===== src/rtl/instr_fetch_unit_if.sv =====
// Port bundle for instr_fetch_unit: instruction-memory request/response channel,
// core-side instruction handshake and the branch redirect.
interface instr_fetch_unit_if;
   logic        imem_req_valid;
   logic        imem_req_ready;
   logic [31:0] imem_req_addr;
   logic        imem_resp_valid;
   logic [31:0] imem_resp_data;
   logic [31:0] instr;
   logic [31:0] instr_pc;
   logic        instr_valid;
   logic        instr_ready;
   logic        redirect;
   logic [31:0] redirect_pc;

   modport master (
      output imem_req_valid, imem_req_addr, instr, instr_pc, instr_valid,
      input  imem_req_ready, imem_resp_valid, imem_resp_data, instr_ready,
      input  redirect, redirect_pc
   );

   modport slave (
      input  imem_req_valid, imem_req_addr, instr, instr_pc, instr_valid,
      output imem_req_ready, imem_resp_valid, imem_resp_data, instr_ready,
      output redirect, redirect_pc
   );
endinterface


===== src/rtl/instr_fetch_unit.sv =====
// Instruction fetch unit: owns the PC, keeps in-order reads in flight and buffers words in a
// prefetch FIFO for the core. Defining IFU_PERF_EN adds fetched/stall/flush counters.
module instr_fetch_unit #(
   parameter logic [31:0] RESET_PC   = 32'h0000_0000,
   parameter int unsigned FIFO_DEPTH = 4
) (
   input  logic               clk,
   input  logic               rst_n,
   instr_fetch_unit_if.master bus
`ifdef IFU_PERF_EN
   ,
   output logic [31:0]        perf_fetched,
   output logic [31:0]        perf_stall,
   output logic [15:0]        perf_flush
`endif
);

   localparam int unsigned   AW      = $clog2(FIFO_DEPTH);
   localparam int unsigned   CW      = AW + 1;
   localparam logic [CW-1:0] DEPTH_C = CW'(FIFO_DEPTH);
   localparam logic [31:0]   NOP     = 32'h0000_0013;

   logic [31:0]   pc_q, pc_d;
   logic [31:0]   rspPc_q, rspPc_d;
   logic [CW-1:0] outst_q, outst_d;
   logic [CW-1:0] drop_q, drop_d;
   logic [CW-1:0] count_q, count_d;
   logic [AW-1:0] rdPtr_q, rdPtr_d;
   logic [AW-1:0] wrPtr_q, wrPtr_d;
   logic [31:0]   memData_q [FIFO_DEPTH];
   logic [31:0]   memPc_q   [FIFO_DEPTH];
   logic [31:0]   instr_q, instr_d;
   logic [31:0]   instrPc_q, instrPc_d;
   logic          instrValid_q, instrValid_d;

   logic [CW:0]   credit;
   logic          reqValid;
   logic          reqFire;
   logic          respDec;
   logic          pushEn;
   logic          popEn;

   // Entries buffered plus requests in flight never exceed the FIFO depth, so every
   // response is guaranteed a free slot.
   assign credit   = {1'b0, count_q} + {1'b0, outst_q};
   assign reqValid = rst_n && !bus.redirect && (credit < {1'b0, DEPTH_C});
   assign reqFire  = reqValid && bus.imem_req_ready;
   assign respDec  = bus.imem_resp_valid && (outst_q != '0);
   assign pushEn   = respDec && !bus.redirect && (drop_q == '0);
   assign popEn    = instrValid_q && bus.instr_ready;

   assign bus.imem_req_valid = reqValid;
   assign bus.imem_req_addr  = pc_q;
   assign bus.instr          = instr_q;
   assign bus.instr_pc       = instrPc_q;
   assign bus.instr_valid    = instrValid_q;

   always_comb begin
      pc_d    = pc_q;
      rspPc_d = rspPc_q;
      drop_d  = drop_q;
      count_d = count_q;
      rdPtr_d = rdPtr_q;
      wrPtr_d = wrPtr_q;
      outst_d = outst_q;
      if (reqFire && !respDec) begin
         outst_d = outst_q + CW'(1);
      end else if (!reqFire && respDec) begin
         outst_d = outst_q - CW'(1);
      end
      if (bus.redirect) begin
         pc_d    = {bus.redirect_pc[31:2], 2'b00};
         rspPc_d = {bus.redirect_pc[31:2], 2'b00};
         count_d = '0;
         rdPtr_d = '0;
         wrPtr_d = '0;
         // Everything still in flight belongs to the old stream and must be discarded.
         drop_d  = outst_d;
      end else begin
         if (reqFire) begin
            pc_d = pc_q + 32'd4;
         end
         if (respDec && (drop_q != '0)) begin
            drop_d = drop_q - CW'(1);
         end
         if (pushEn) begin
            wrPtr_d = wrPtr_q + AW'(1);
            rspPc_d = rspPc_q + 32'd4;
         end
         if (popEn) begin
            rdPtr_d = rdPtr_q + AW'(1);
         end
         if (pushEn && !popEn) begin
            count_d = count_q + CW'(1);
         end else if (!pushEn && popEn) begin
            count_d = count_q - CW'(1);
         end
      end
   end

   // Next head of the FIFO, bypassing the incoming word when it lands in an empty FIFO.
   always_comb begin
      instrValid_d = (count_d != '0);
      instr_d      = NOP;
      instrPc_d    = '0;
      if (instrValid_d) begin
         if (pushEn && (wrPtr_q == rdPtr_d)) begin
            instr_d   = bus.imem_resp_data;
            instrPc_d = rspPc_q;
         end else begin
            instr_d   = memData_q[rdPtr_d];
            instrPc_d = memPc_q[rdPtr_d];
         end
      end
   end

   always_ff @(posedge clk or negedge rst_n) begin
      if (!rst_n) begin
         pc_q         <= RESET_PC;
         rspPc_q      <= RESET_PC;
         outst_q      <= '0;
         drop_q       <= '0;
         count_q      <= '0;
         rdPtr_q      <= '0;
         wrPtr_q      <= '0;
         instr_q      <= NOP;
         instrPc_q    <= '0;
         instrValid_q <= 1'b0;
      end else begin
         pc_q         <= pc_d;
         rspPc_q      <= rspPc_d;
         outst_q      <= outst_d;
         drop_q       <= drop_d;
         count_q      <= count_d;
         rdPtr_q      <= rdPtr_d;
         wrPtr_q      <= wrPtr_d;
         instr_q      <= instr_d;
         instrPc_q    <= instrPc_d;
         instrValid_q <= instrValid_d;
      end
   end

   always_ff @(posedge clk) begin
      if (pushEn) begin
         memData_q[wrPtr_q] <= bus.imem_resp_data;
         memPc_q[wrPtr_q]   <= rspPc_q;
      end
   end

   always_ff @(posedge clk) begin
      if (rst_n) begin
         if (pushEn) begin
            assert (count_q < DEPTH_C);
         end
         assert (drop_q <= outst_q);
      end
   end

`ifdef IFU_PERF_EN
   logic [31:0] fetched_q;
   logic [31:0] stall_q;
   logic [15:0] flush_q;

   always_ff @(posedge clk or negedge rst_n) begin
      if (!rst_n) begin
         fetched_q <= '0;
         stall_q   <= '0;
         flush_q   <= '0;
      end else begin
         if (popEn) begin
            fetched_q <= fetched_q + 32'd1;
         end
         if (bus.instr_ready && !instrValid_q) begin
            stall_q <= stall_q + 32'd1;
         end
         if (bus.redirect) begin
            flush_q <= flush_q + 16'd1;
         end
      end
   end

   assign perf_fetched = fetched_q;
   assign perf_stall   = stall_q;
   assign perf_flush   = flush_q;
`endif

endmodule


===== src/flat_wrapper.sv =====
// flat-port wrapper written by rule: the top's interface ports become plain ports
module instr_fetch_unit_flat 
#(
   parameter logic [31:0] RESET_PC   = 32'h0000_0000,
   parameter int unsigned FIFO_DEPTH = 4
)
  (clk, rst_n, bus_imem_req_valid, bus_imem_req_addr, bus_instr, bus_instr_pc, bus_instr_valid, bus_imem_req_ready, bus_imem_resp_valid, bus_imem_resp_data, bus_instr_ready, bus_redirect, bus_redirect_pc);
  instr_fetch_unit_if bus_i ();
  input  logic clk;
  input  logic rst_n;
  output wire logic [$bits(bus_i.imem_req_valid)-1:0] bus_imem_req_valid;
  output wire logic [$bits(bus_i.imem_req_addr)-1:0] bus_imem_req_addr;
  output wire logic [$bits(bus_i.instr)-1:0] bus_instr;
  output wire logic [$bits(bus_i.instr_pc)-1:0] bus_instr_pc;
  output wire logic [$bits(bus_i.instr_valid)-1:0] bus_instr_valid;
  input wire logic [$bits(bus_i.imem_req_ready)-1:0] bus_imem_req_ready;
  input wire logic [$bits(bus_i.imem_resp_valid)-1:0] bus_imem_resp_valid;
  input wire logic [$bits(bus_i.imem_resp_data)-1:0] bus_imem_resp_data;
  input wire logic [$bits(bus_i.instr_ready)-1:0] bus_instr_ready;
  input wire logic [$bits(bus_i.redirect)-1:0] bus_redirect;
  input wire logic [$bits(bus_i.redirect_pc)-1:0] bus_redirect_pc;
  assign bus_imem_req_valid = bus_i.imem_req_valid;
  assign bus_imem_req_addr = bus_i.imem_req_addr;
  assign bus_instr = bus_i.instr;
  assign bus_instr_pc = bus_i.instr_pc;
  assign bus_instr_valid = bus_i.instr_valid;
  assign bus_i.imem_req_ready = bus_imem_req_ready;
  assign bus_i.imem_resp_valid = bus_imem_resp_valid;
  assign bus_i.imem_resp_data = bus_imem_resp_data;
  assign bus_i.instr_ready = bus_instr_ready;
  assign bus_i.redirect = bus_redirect;
  assign bus_i.redirect_pc = bus_redirect_pc;
  instr_fetch_unit #(.RESET_PC(RESET_PC), .FIFO_DEPTH(FIFO_DEPTH)) u_core (.clk(clk), .rst_n(rst_n), .bus(bus_i));
endmodule

===== config.mk =====
export PLATFORM = sky130hd
export DESIGN_NAME = instr_fetch_unit_flat
export DESIGN_NICKNAME = d
export VERILOG_FILES = /design/src/rtl/instr_fetch_unit_if.sv /design/src/rtl/instr_fetch_unit.sv /design/src/flat_wrapper.sv
export SDC_FILE = /design/constraint.sdc
export NUM_CORES = 1
export LEC_CHECK = 0
export BUFFER_PORTS_ARGS = -buffer_cell sky130_fd_sc_hd__clkbuf_2
export CAP_MARGIN = 15
export CORE_MARGIN = 8
export CORE_UTILIZATION = 55
export CTS_CLUSTER_DIAMETER = 200
export DETAILED_ROUTE_END_ITERATION = 7
export GPL_ROUTABILITY_DRIVEN = 1
export PLACE_DENSITY = 0.78
export REMOVE_ABC_BUFFERS = 1
export SETUP_SLACK_MARGIN = 0.2
export SYNTH_ARGS = -nofsm -noshare
export SYNTH_HDL_FRONTEND = slang
export SYNTH_SLANG_ARGS = --single-unit

===== constraint.sdc =====
create_clock -name clk -period 4.25 [get_ports clk]
set_input_delay 0.425 -clock clk [delete_from_list [all_inputs] [get_ports clk]]
set_output_delay 0.425 -clock clk [all_outputs]
set_load 0.02 [all_outputs]

* After elaboration in Yosys (flattened, before gate mapping)
Memories as Yosys holds them, arrays and structs flattened.
Index checks and enable logic that the tools add are counted.
** Storage, ports and cells
- Bits in registers :: 142
- Input bits :: 70
- Memories :: 2
- Output and inout bits :: 98
- Bits in writable memories :: 256
** Operators by class
- Reductions and logical operators :: 25
- $lt $le $gt $ge :: 1
- Add/sub/neg operators :: 10
- Eq/ne operators :: 1
- Muxes and demuxes :: 21
** Memories
- u_core.memData_q :: words 4, width 32, read ports 1, clocked after Yosys merged registers in 0, wr ports 1, RTL line instr_fetch_unit.sv:30 : logic [31:0] memData_q [FIFO_DEPTH];
- u_core.memPc_q :: words 4, width 32, read ports 1, clocked after Yosys merged registers in 0, wr ports 1, RTL line instr_fetch_unit.sv:31 : logic [31:0] memPc_q [FIFO_DEPTH];
** Operators with widths (count)
- 2-to-1 mux 32 bit :: 8
- adder 32 x 3 -> 32 bit (second input constant) :: 2
- 2-to-1 mux 3 bit :: 7
- logical AND 1 bit :: 13
- nonzero test 3 bit :: 3
- subtractor 3 x 1 -> 3 bit (second input constant) :: 3
- 2-to-1 mux 2 bit :: 4
- adder 3 x 1 -> 3 bit (second input constant) :: 2
- nonzero test 2 bit :: 3
- logical NOT 1 bit :: 5
- adder 2 x 1 -> 2 bit (second input constant) :: 2
- adder 3 x 3 -> 4 bit :: 1
- less-than comparator 4 x 3 -> 1 bit (second input constant) :: 1
- logical NOT 3 bit :: 1
- == test 2 bit :: 1
- 2-to-1 mux 1 bit :: 2

* Longest topological paths before layout
Gate-level depths: netlist of the first run.
- Depth in word-level cells :: 11
- Depth in mapped cells :: 12
- Depth with buffers taken out :: 8

* Worst setup path before layout of the first run
No wires, ideal clock.
- Path kind :: reg2reg
- Start :: register u_core.drop_q[0]
- End :: memory u_core.memData_q[0][0], enable pin
- Stages on the path, launching flop included :: 8
- Required time :: 3.823 ns
- Setup time :: 0.427 ns
- Period minus slack after synthesis :: 3.340 ns
- Setup slack :: 0.910 ns
- Data arrival time :: 2.913 ns
- Path through :: dfrtp_1 -> inv_1 -> ha_1 -> nor3b_1 -> and3_4 -> buf_6 -> buf_2 -> and2_1
** On the way
- Word-level cells in the longest chain between the ends :: 4
** Ends and longest elaborated chain
- from (decl) :: RTL line instr_fetch_unit.sv:26 : logic [CW-1:0] drop_q, drop_d;
- from (signal assigned) :: RTL line instr_fetch_unit.sv:133 : drop_q <= drop_d;
- logical NOT 3 bit :: RTL line instr_fetch_unit.sv:49 : assign pushEn = respDec && !bus.redirect && (drop_q == '0);
- logical AND 1 bit :: RTL line instr_fetch_unit.sv:49
- 2-to-1 mux 1 bit :: RTL line instr_fetch_unit.sv:144 : if (pushEn) begin
- 2-to-1 mux 1 bit (not written as such) :: RTL line instr_fetch_unit.sv:145 : memData_q[wrPtr_q] <= bus.imem_resp_data;
- to (decl) :: RTL line instr_fetch_unit.sv:30
Every way passes these cells.

* Worst setup path in the final report of the first run
- Start :: register u_core.drop_q[0]
- End :: register u_core.instr_q[31], in the netlist u_core.bus.instr[31]
** On the way
- Word-level cells in the longest chain between the ends :: 9
- Elaborated cells between the ends (all ways) :: 12
- Classes of those cells :: mux (5); reduce/logical (7)
** Ends and longest elaborated chain
- logical NOT 3 bit * :: RTL line instr_fetch_unit.sv:49
- logical AND 1 bit * :: RTL line instr_fetch_unit.sv:49
- logical NOT 1 bit :: RTL line instr_fetch_unit.sv:95 : end else if (!pushEn && popEn) begin
- logical AND 1 bit :: RTL line instr_fetch_unit.sv:95
- 2-to-1 mux 3 bit :: RTL line instr_fetch_unit.sv:95
- 2-to-1 mux 3 bit :: RTL line instr_fetch_unit.sv:93 : if (pushEn && !popEn) begin
- 2-to-1 mux 3 bit :: RTL line instr_fetch_unit.sv:71 : if (bus.redirect) begin
- nonzero test 3 bit :: RTL line instr_fetch_unit.sv:103 : instrValid_d = (count_d != '0);
- 2-to-1 mux 32 bit * :: RTL line instr_fetch_unit.sv:106 : if (instrValid_d) begin
- via u_core.instr_d[31] :: RTL line instr_fetch_unit.sv:32 : logic [31:0] instr_q, instr_d;
- to (signal assigned) :: RTL line instr_fetch_unit.sv:137 : instr_q <= instr_d;
- to (decl) :: RTL line instr_fetch_unit.sv:32
Mark *: on every way through the listed nets, which the timed path passes. The rest lies on a longest branch.
A chain may end at the register's enable or synchronous reset.

==> results of run 1 <==
## stage by stage
step                TNS (ns)  util [%]
floorplan            -289.18         -
global placement           0      58.8
detailed placement         0      58.8
CTS                        0      62.8
global route               0      62.8
finish                     0      62.8
## cells in the final DEF (no fill, tap or decap), drive strengths merged, types with 16 or more instances in the layout
cell,instances
o21ai,43
a22oi,60
edfxtp,248
nand3,89
nor3,16
a211o,118
xnor2,36
clkbuf,226
o211ai,72
nand4,23
dfrtp,134
nor2,27
o211a,118
buf,29
inv,26
nand2,67
## worst register-to-register path: cells and delay by family, from the launching register on
family | cells | cell delay (ns)
simple gates | 3 | 1.70
compound gates | 1 | 0.19
buf+inv | 2 | 0.47
mux | 1 | 0.36
flops | 1 | 0.39
fa+ha+maj | 1 | 0.18
## power by group through the flow
stage                     combinational (µW)  sequential [µW]  clock (µW)
final                                   2470             4700        3420
after global routing                    2670             4730        3610
after CTS                               2480             4690        3470
after detailed placement                2460             4760           0
after global placement                  2410             4750           0
after floorplan                         1390             4970           0
## sequential cells by signal (all words and copies together) (netlist names)
signal and count:
u_core.memPc_q 120, u_core.bus.instr_pc 31, u_core.drop_q 3, u_core.outst_q 3, u_core.rdPtr_q 2, u_core.bus.instr_valid 1
u_core.memData_q 128, u_core.wrPtr_q 2, u_core.bus.imem_req_addr 30, u_core.bus.instr 32, u_core.rspPc_q 30, u_core.count_q 3
## final cells by class
class                           instances  area [µm²]
Tap cell                              408         510
Fill cell                            2391       12000
Multi-Input combinational cell        813        6380
Timing Repair Buffer                  192        1080
Sequential cell                       385       10900
Clock inverter                          8         118
Inverter                               26        97.6
Clock buffer                           64        1150
## what timing repair did
action,in CTS,in global routing
endpoints found under the setup margin,0,0
hold buffers,1,0
endpoints found under the hold margin,20,0
## routing by layer
metal / vias to the layer above / track usage, % / wire length, µm
met5: - / 0 / 0
met4: 0 / 6.01 / 829
met3: 60 / 3.96 / 4000
met2: 622 / 38.3 / 22200
met1: 6233 / 32.6 / 19200
li1: 5545 / - / -
## cell families (layout without fill, tap and decap cells)
family | Yosys count | in the layout
AO/OA/AOI/OAI | 446 | 446
AND/OR/NAND/NOR | 279 | 279
multiplexers | 27 | 27
other | 1 | 3
XOR/XNOR | 42 | 42
buffers and inverters | 158 | 290
flip-flops | 385 | 385
adder cells (fa/ha/maj) | 16 | 16
## worst max path at each step
stage / start / endpoint / slack [ns] / cells after the start
after floorplan: u_core.bus.instr_valid$_DFF_PN0_ / u_core.bus.instr[0]$_DFF_PN1_ / -4.52 / 5
after global placement: u_core.drop_q[0]$_DFFE_PN0P_ / u_core.bus.instr[31]$_DFF_PN0_ / 0.98 / 8
after detailed placement: u_core.drop_q[0]$_DFFE_PN0P_ / u_core.bus.instr[31]$_DFF_PN0_ / 0.92 / 8
after CTS: u_core.drop_q[0]$_DFFE_PN0P_ / u_core.bus.instr[31]$_DFF_PN0_ / 0.87 / 8
after global routing: u_core.drop_q[0]$_DFFE_PN0P_ / u_core.bus.instr[31]$_DFF_PN0_ / 0.72 / 8
final: u_core.drop_q[0]$_DFFE_PN0P_ / u_core.bus.instr[31]$_DFF_PN0_ / 0.87 / 8
==> metrics.cfg, run 1 <==
[floorplanning]
die_h_um = 196
start_util_pct = 55.4
coreArea_um2 = 32200
fp.dieW_um = 196
io_pins = 168
row_count = 66
die-area_um2 = 38400

[critical_path]
cp_slowest_cell = or4_4
critical_path_arrival_ns = 3.82
r2r_cells = 8
crit_type = reg2reg
cp-start-kind = flop
crit_buf_inv = 2
critical_path.cell_chain = inv_1 -> ha_1 -> nor3b_1 -> and3_4 -> mux2_1 -> or4_4 -> buf_4 -> a22oi_2
cp_data_required_time_ns = 4.68
rr_startpoint = u_core.drop_q[0]$_DFFE_PN0P_
crit_family = simple AND/OR/NAND/NOR gates
r2r-end = u_core.bus.instr[31]$_DFF_PN0_
r2r_slack_ns = 0.87
slowest_delay_ns = 0.93
end_kind = flop
critPathMaxFanout = 55

[clock_network]
clkTransAtPathRegs_ns = 0.06
clock_latency_ns = 0.52
cts_tree = yes
numCtsBuffers = 40
cts_sinks = 385
clockRootBuffer = clkbuf_16
postCtsResizedCells = 0
postCtsSetupBuffers = 0
clockBufferDepth = 3
h-tree-depth = 2

[placed_design]
pre_cts_slack_ns = 0.915
place_congestion = 0.877
port_buffers = 163
dp_hpwl_mm = 25.3
dp.cells = 1823
placed_cell_area_um2 = 18900

[yosys]
synth_top_area_share_pct = 41.8
ys_seq_area_share_pct = 61.0
synthFlopType = edfxtp_1
synth.distinct_cells = 59
synth_edf_count = 248
syn_inst = 1354
yosys.area_share.simple_pct = 8.05
synth_compound_area_share_pct = 22.3
synth_fa_ha_area_share_pct = 1.11
yosys_warnings = 0
muxShareOfSynthArea_pct = 1.64
ys_ff_latch = 385
ys_top_cells_by_area = edfxtp_1 42%, dfrtp_1 19%, o211a_1 6.6%
synth-xor-area-share_pct = 2.06
synthArstFlopShare_pct = 35.6
synthTopCellsByCount = 248 x edfxtp_1, 134 x dfrtp_1, 118 x a211o_1, 118 x o211a_1, 106 x clkbuf_1
post-synth-top-count-cell = edfxtp_1
synth.largest_area_cell = edfxtp_1
syn_avg_cell_area_um2 = 13.2
netlist_area_um2 = 17800
synth_top_family_by_area = compound AO/OA/AOI/OAI gates

[drt]
drt_iter0_markers = 1239
drt_pre_antenna_iters = 5
vias = 12500
wirelength_mm = 46.2
drc = 0
wl_per_cell_um = 24.4
via_per_inst = 6.57
antenna_left = 0

[cells_and_area]
drive_above_1_share_pct = 22.8
stdcell_count = 1896
n_antenna_cell = 0
fin_area_um2 = 20200
area_growth_syn_to_layout_pct = 13.3
layout.nets = 1543

[pwr]
p_clk_share_pct = 32.3
leakage_uw = 0.00806
power_uw = 10600
vdd.ir_drop.worst_mv = 0.332
p_comb_share_pct = 23.3
seqPwrFrac_pct = 44.3
switchingPower_uw = 3240
power_density_nw_per_um2 = 524
netSwitchingFraction_pct = 30.6
internal-power_uw = 7350

[worst_hold_path]
hold_class = in2reg
hold_end = u_core.memData_q[0][4]$_DFFE_PP_
hold_path_depth = 1
worstHoldStart = bus_imem_resp_data[4]

[sta]
max_freq_mhz = 295
tightest_slew_ns = 1.15
hold_slack_ns = 0.137
rsz0062_at_grt = no
hold_viol = 0
slew_violations = 0
slew_headroom_pct = 23.4
period_share_pct = 79.6
period_needed_ns = 3.38
fin_ws_ns = 0.866
setup_viol = 0
skew_ns = 0.00834

[grt]
grt_pass1_wl_mm = 72.5
grt_pass1_vias = 12700
antenna_found_initial = 0
grt_usage_pct = 23.6
grt_max_degree = 119
grt-ovfl-total = 0

[status]
outcome = complete, no violations

[run]
cap_violations = 0

No activity file was read; power rests on OpenSTA's default activity.
==> run 2: changes to the inputs <==
clock period = 3.43 ns   (was 4.25 ns; I/O delays follow)
==> metrics.cfg, run 2 (synthesized netlist as in run 1, its figures left out) <==
[cells_and_area]
fin_util_pct = 63.5
layout.nets = 1547
drive_above_1_share_pct = 23.5
stdcell_count = 1901
largest_reg_flops = 128
area_growth_syn_to_layout_pct = 14.6
regMostFlops = u_core.memData_q
n_antenna_cell = 0
mostFrequentLayoutCells = 248 x edfxtp_1, 162 x clkbuf_2, 134 x dfrtp_1
fin_area_um2 = 20400
final_common_cell = edfxtp_1

[critical_path]
crit_type = reg2reg
cp-start-kind = flop
r2r-end = u_core.bus.instr_pc[30]$_DFF_PN0_
critical_path.cell_chain = inv_1 -> ha_1 -> nor3b_1 -> and3_4 -> mux2_1 -> or4_4 -> buf_12 -> a22oi_2
critPathMaxFanout = 60
r2r_slack_ns = 0.48
critical_path_arrival_ns = 3.39
crit_start = u_core.drop_q[0]$_DFFE_PN0P_
cp_slowest_cell = or4_4
rr_startpoint = u_core.drop_q[0]$_DFFE_PN0P_
cp_data_required_time_ns = 3.86
end_kind = flop
r2r_cells = 8
slowest_delay_ns = 0.50

[drt]
drt_pre_antenna_iters = 7
wl_per_cell_um = 24.4
wirelength_mm = 46.3
vias = 12600
drt_iter0_markers = 1393
antenna_left = 0
drc = 0
via_per_inst = 6.61

[sta]
hold_viol = 0
slew_violations = 0
period_share_pct = 86.0
slew_headroom_pct = 19.0
max_freq_mhz = 339
rsz0062_at_grt = no
skew_ns = 0.0185
setup_viol = 0
hold_slack_ns = 0.0556
tightest_slew_ns = 1.21
period_needed_ns = 2.95
fin_ws_ns = 0.480

[clock_network]
h-tree-depth = 2
numCtsBuffers = 40
cts_sinks = 385
clock_latency_ns = 0.54
clkTransAtPathRegs_ns = 0.06
cts_tree = yes
clockRootBuffer = clkbuf_16
clockBufferDepth = 3

[placed_design]
port_buffers = 163
placed_cell_area_um2 = 19100
pre_cts_slack_ns = 0.426
dp.cells = 1827
place_congestion = 0.868
dp_hpwl_mm = 25.4

[grt]
grt_usage_pct = 23.6
grt_max_degree = 120
antenna_found_initial = 0
grt_pass1_vias = 13000
grt_pass1_wl_mm = 72.5
grt-ovfl-total = 0

[floorplanning]
start_util_pct = 55.4
fp.dieW_um = 196
row_count = 66
die_h_um = 196
coreArea_um2 = 32200
io_pins = 168
die-area_um2 = 38400

[pwr]
vdd.ir_drop.worst_mv = 0.394
netSwitchingFraction_pct = 30.8
power_density_nw_per_um2 = 647
internal-power_uw = 9150
seqPwrFrac_pct = 43.9
switchingPower_uw = 4070
p_comb_share_pct = 23.6
leakage_uw = 0.00814
p_clk_share_pct = 32.5

[worst_hold_path]
hold_path_depth = 1
hold_end = u_core.memData_q[2][1]$_DFFE_PP_
hold_class = in2reg
worstHoldStart = bus_imem_resp_data[1]

[status]
outcome = complete, no violations

[run]
cap_violations = 0

run 2: how the worst max path moves through the flow:
| stage | end | slack, ns |
|---|---|---|
| final | u_core.bus.instr_pc[30]$_DFF_PN0_ | 0.48 |
| after global routing | u_core.bus.instr_pc[30]$_DFF_PN0_ | 0.37 |
| after CTS | u_core.bus.imem_req_addr[11]$_DFFE_PN0P_ | 0.45 |
| after detailed placement | u_core.bus.imem_req_addr[11]$_DFFE_PN0P_ | 0.43 |
| after global placement | u_core.bus.imem_req_addr[17]$_DFFE_PN0P_ | 0.54 |
| after floorplan | u_core.bus.instr[0]$_DFF_PN1_ | -5.34 |
run 2: worst max-delay path: cells and delay by family (launching register included):
kind / cells / cell delay, ns
simple gates: 3 / 1.28
flops: 1 / 0.39
mux: 1 / 0.37
buf+inv: 2 / 0.35
compound gates: 1 / 0.27
fa+ha+maj: 1 / 0.17
run 2: timing repair:
action / in CTS / in global routing
endpoints found under the setup margin: 0 / 3
hold buffers: 1 / 0
resized for setup: 0 / 1
endpoints found under the hold margin: 9 / 0
setup buffers: 0 / 0
run 2: area by class of cell:
class	count	area (µm²)
Tap cell	408	510
Fill cell	2414	11800
Multi-Input combinational cell	813	6380
Inverter	26	97.6
Sequential cell	385	10900
Clock buffer	60	1170
Clock inverter	13	140
Timing Repair Buffer	196	1260
run 2: metrics by stage:
stage                     setup TNS [ns]  total power, µW
final                                  0            13200
after global routing                   0            13800
after CTS                              0            13300
after detailed placement               0             9000
after global placement                 0             8930
after floorplan                  -343.30             7870
run 2: per-layer routing:
| layer | vias to the layer above | track usage [%] | part of all wire (%) |
|---|---|---|---|
| met5 | - | 0 | 0 |
| met4 | 0 | 5.42 | 1.3 |
| met2 | 652 | 39.1 | 49 |
| li1 | 5558 | - | - |
| met1 | 6297 | 32.0 | 40 |
| met3 | 58 | 4.32 | 9.3 |
run 2: power by group through the flow:
stage          registers [µW]  clock network (µW)  logic (µW)
2_1_floorplan            6160                   0        1720
3_3_place_gp             5870                   0        3060
3_5_place_dp             5890                   0        3120
4_1_cts                  5800                4340        3140
5_1_grt                  5850                4530        3370
6_report                 5800                4290        3120
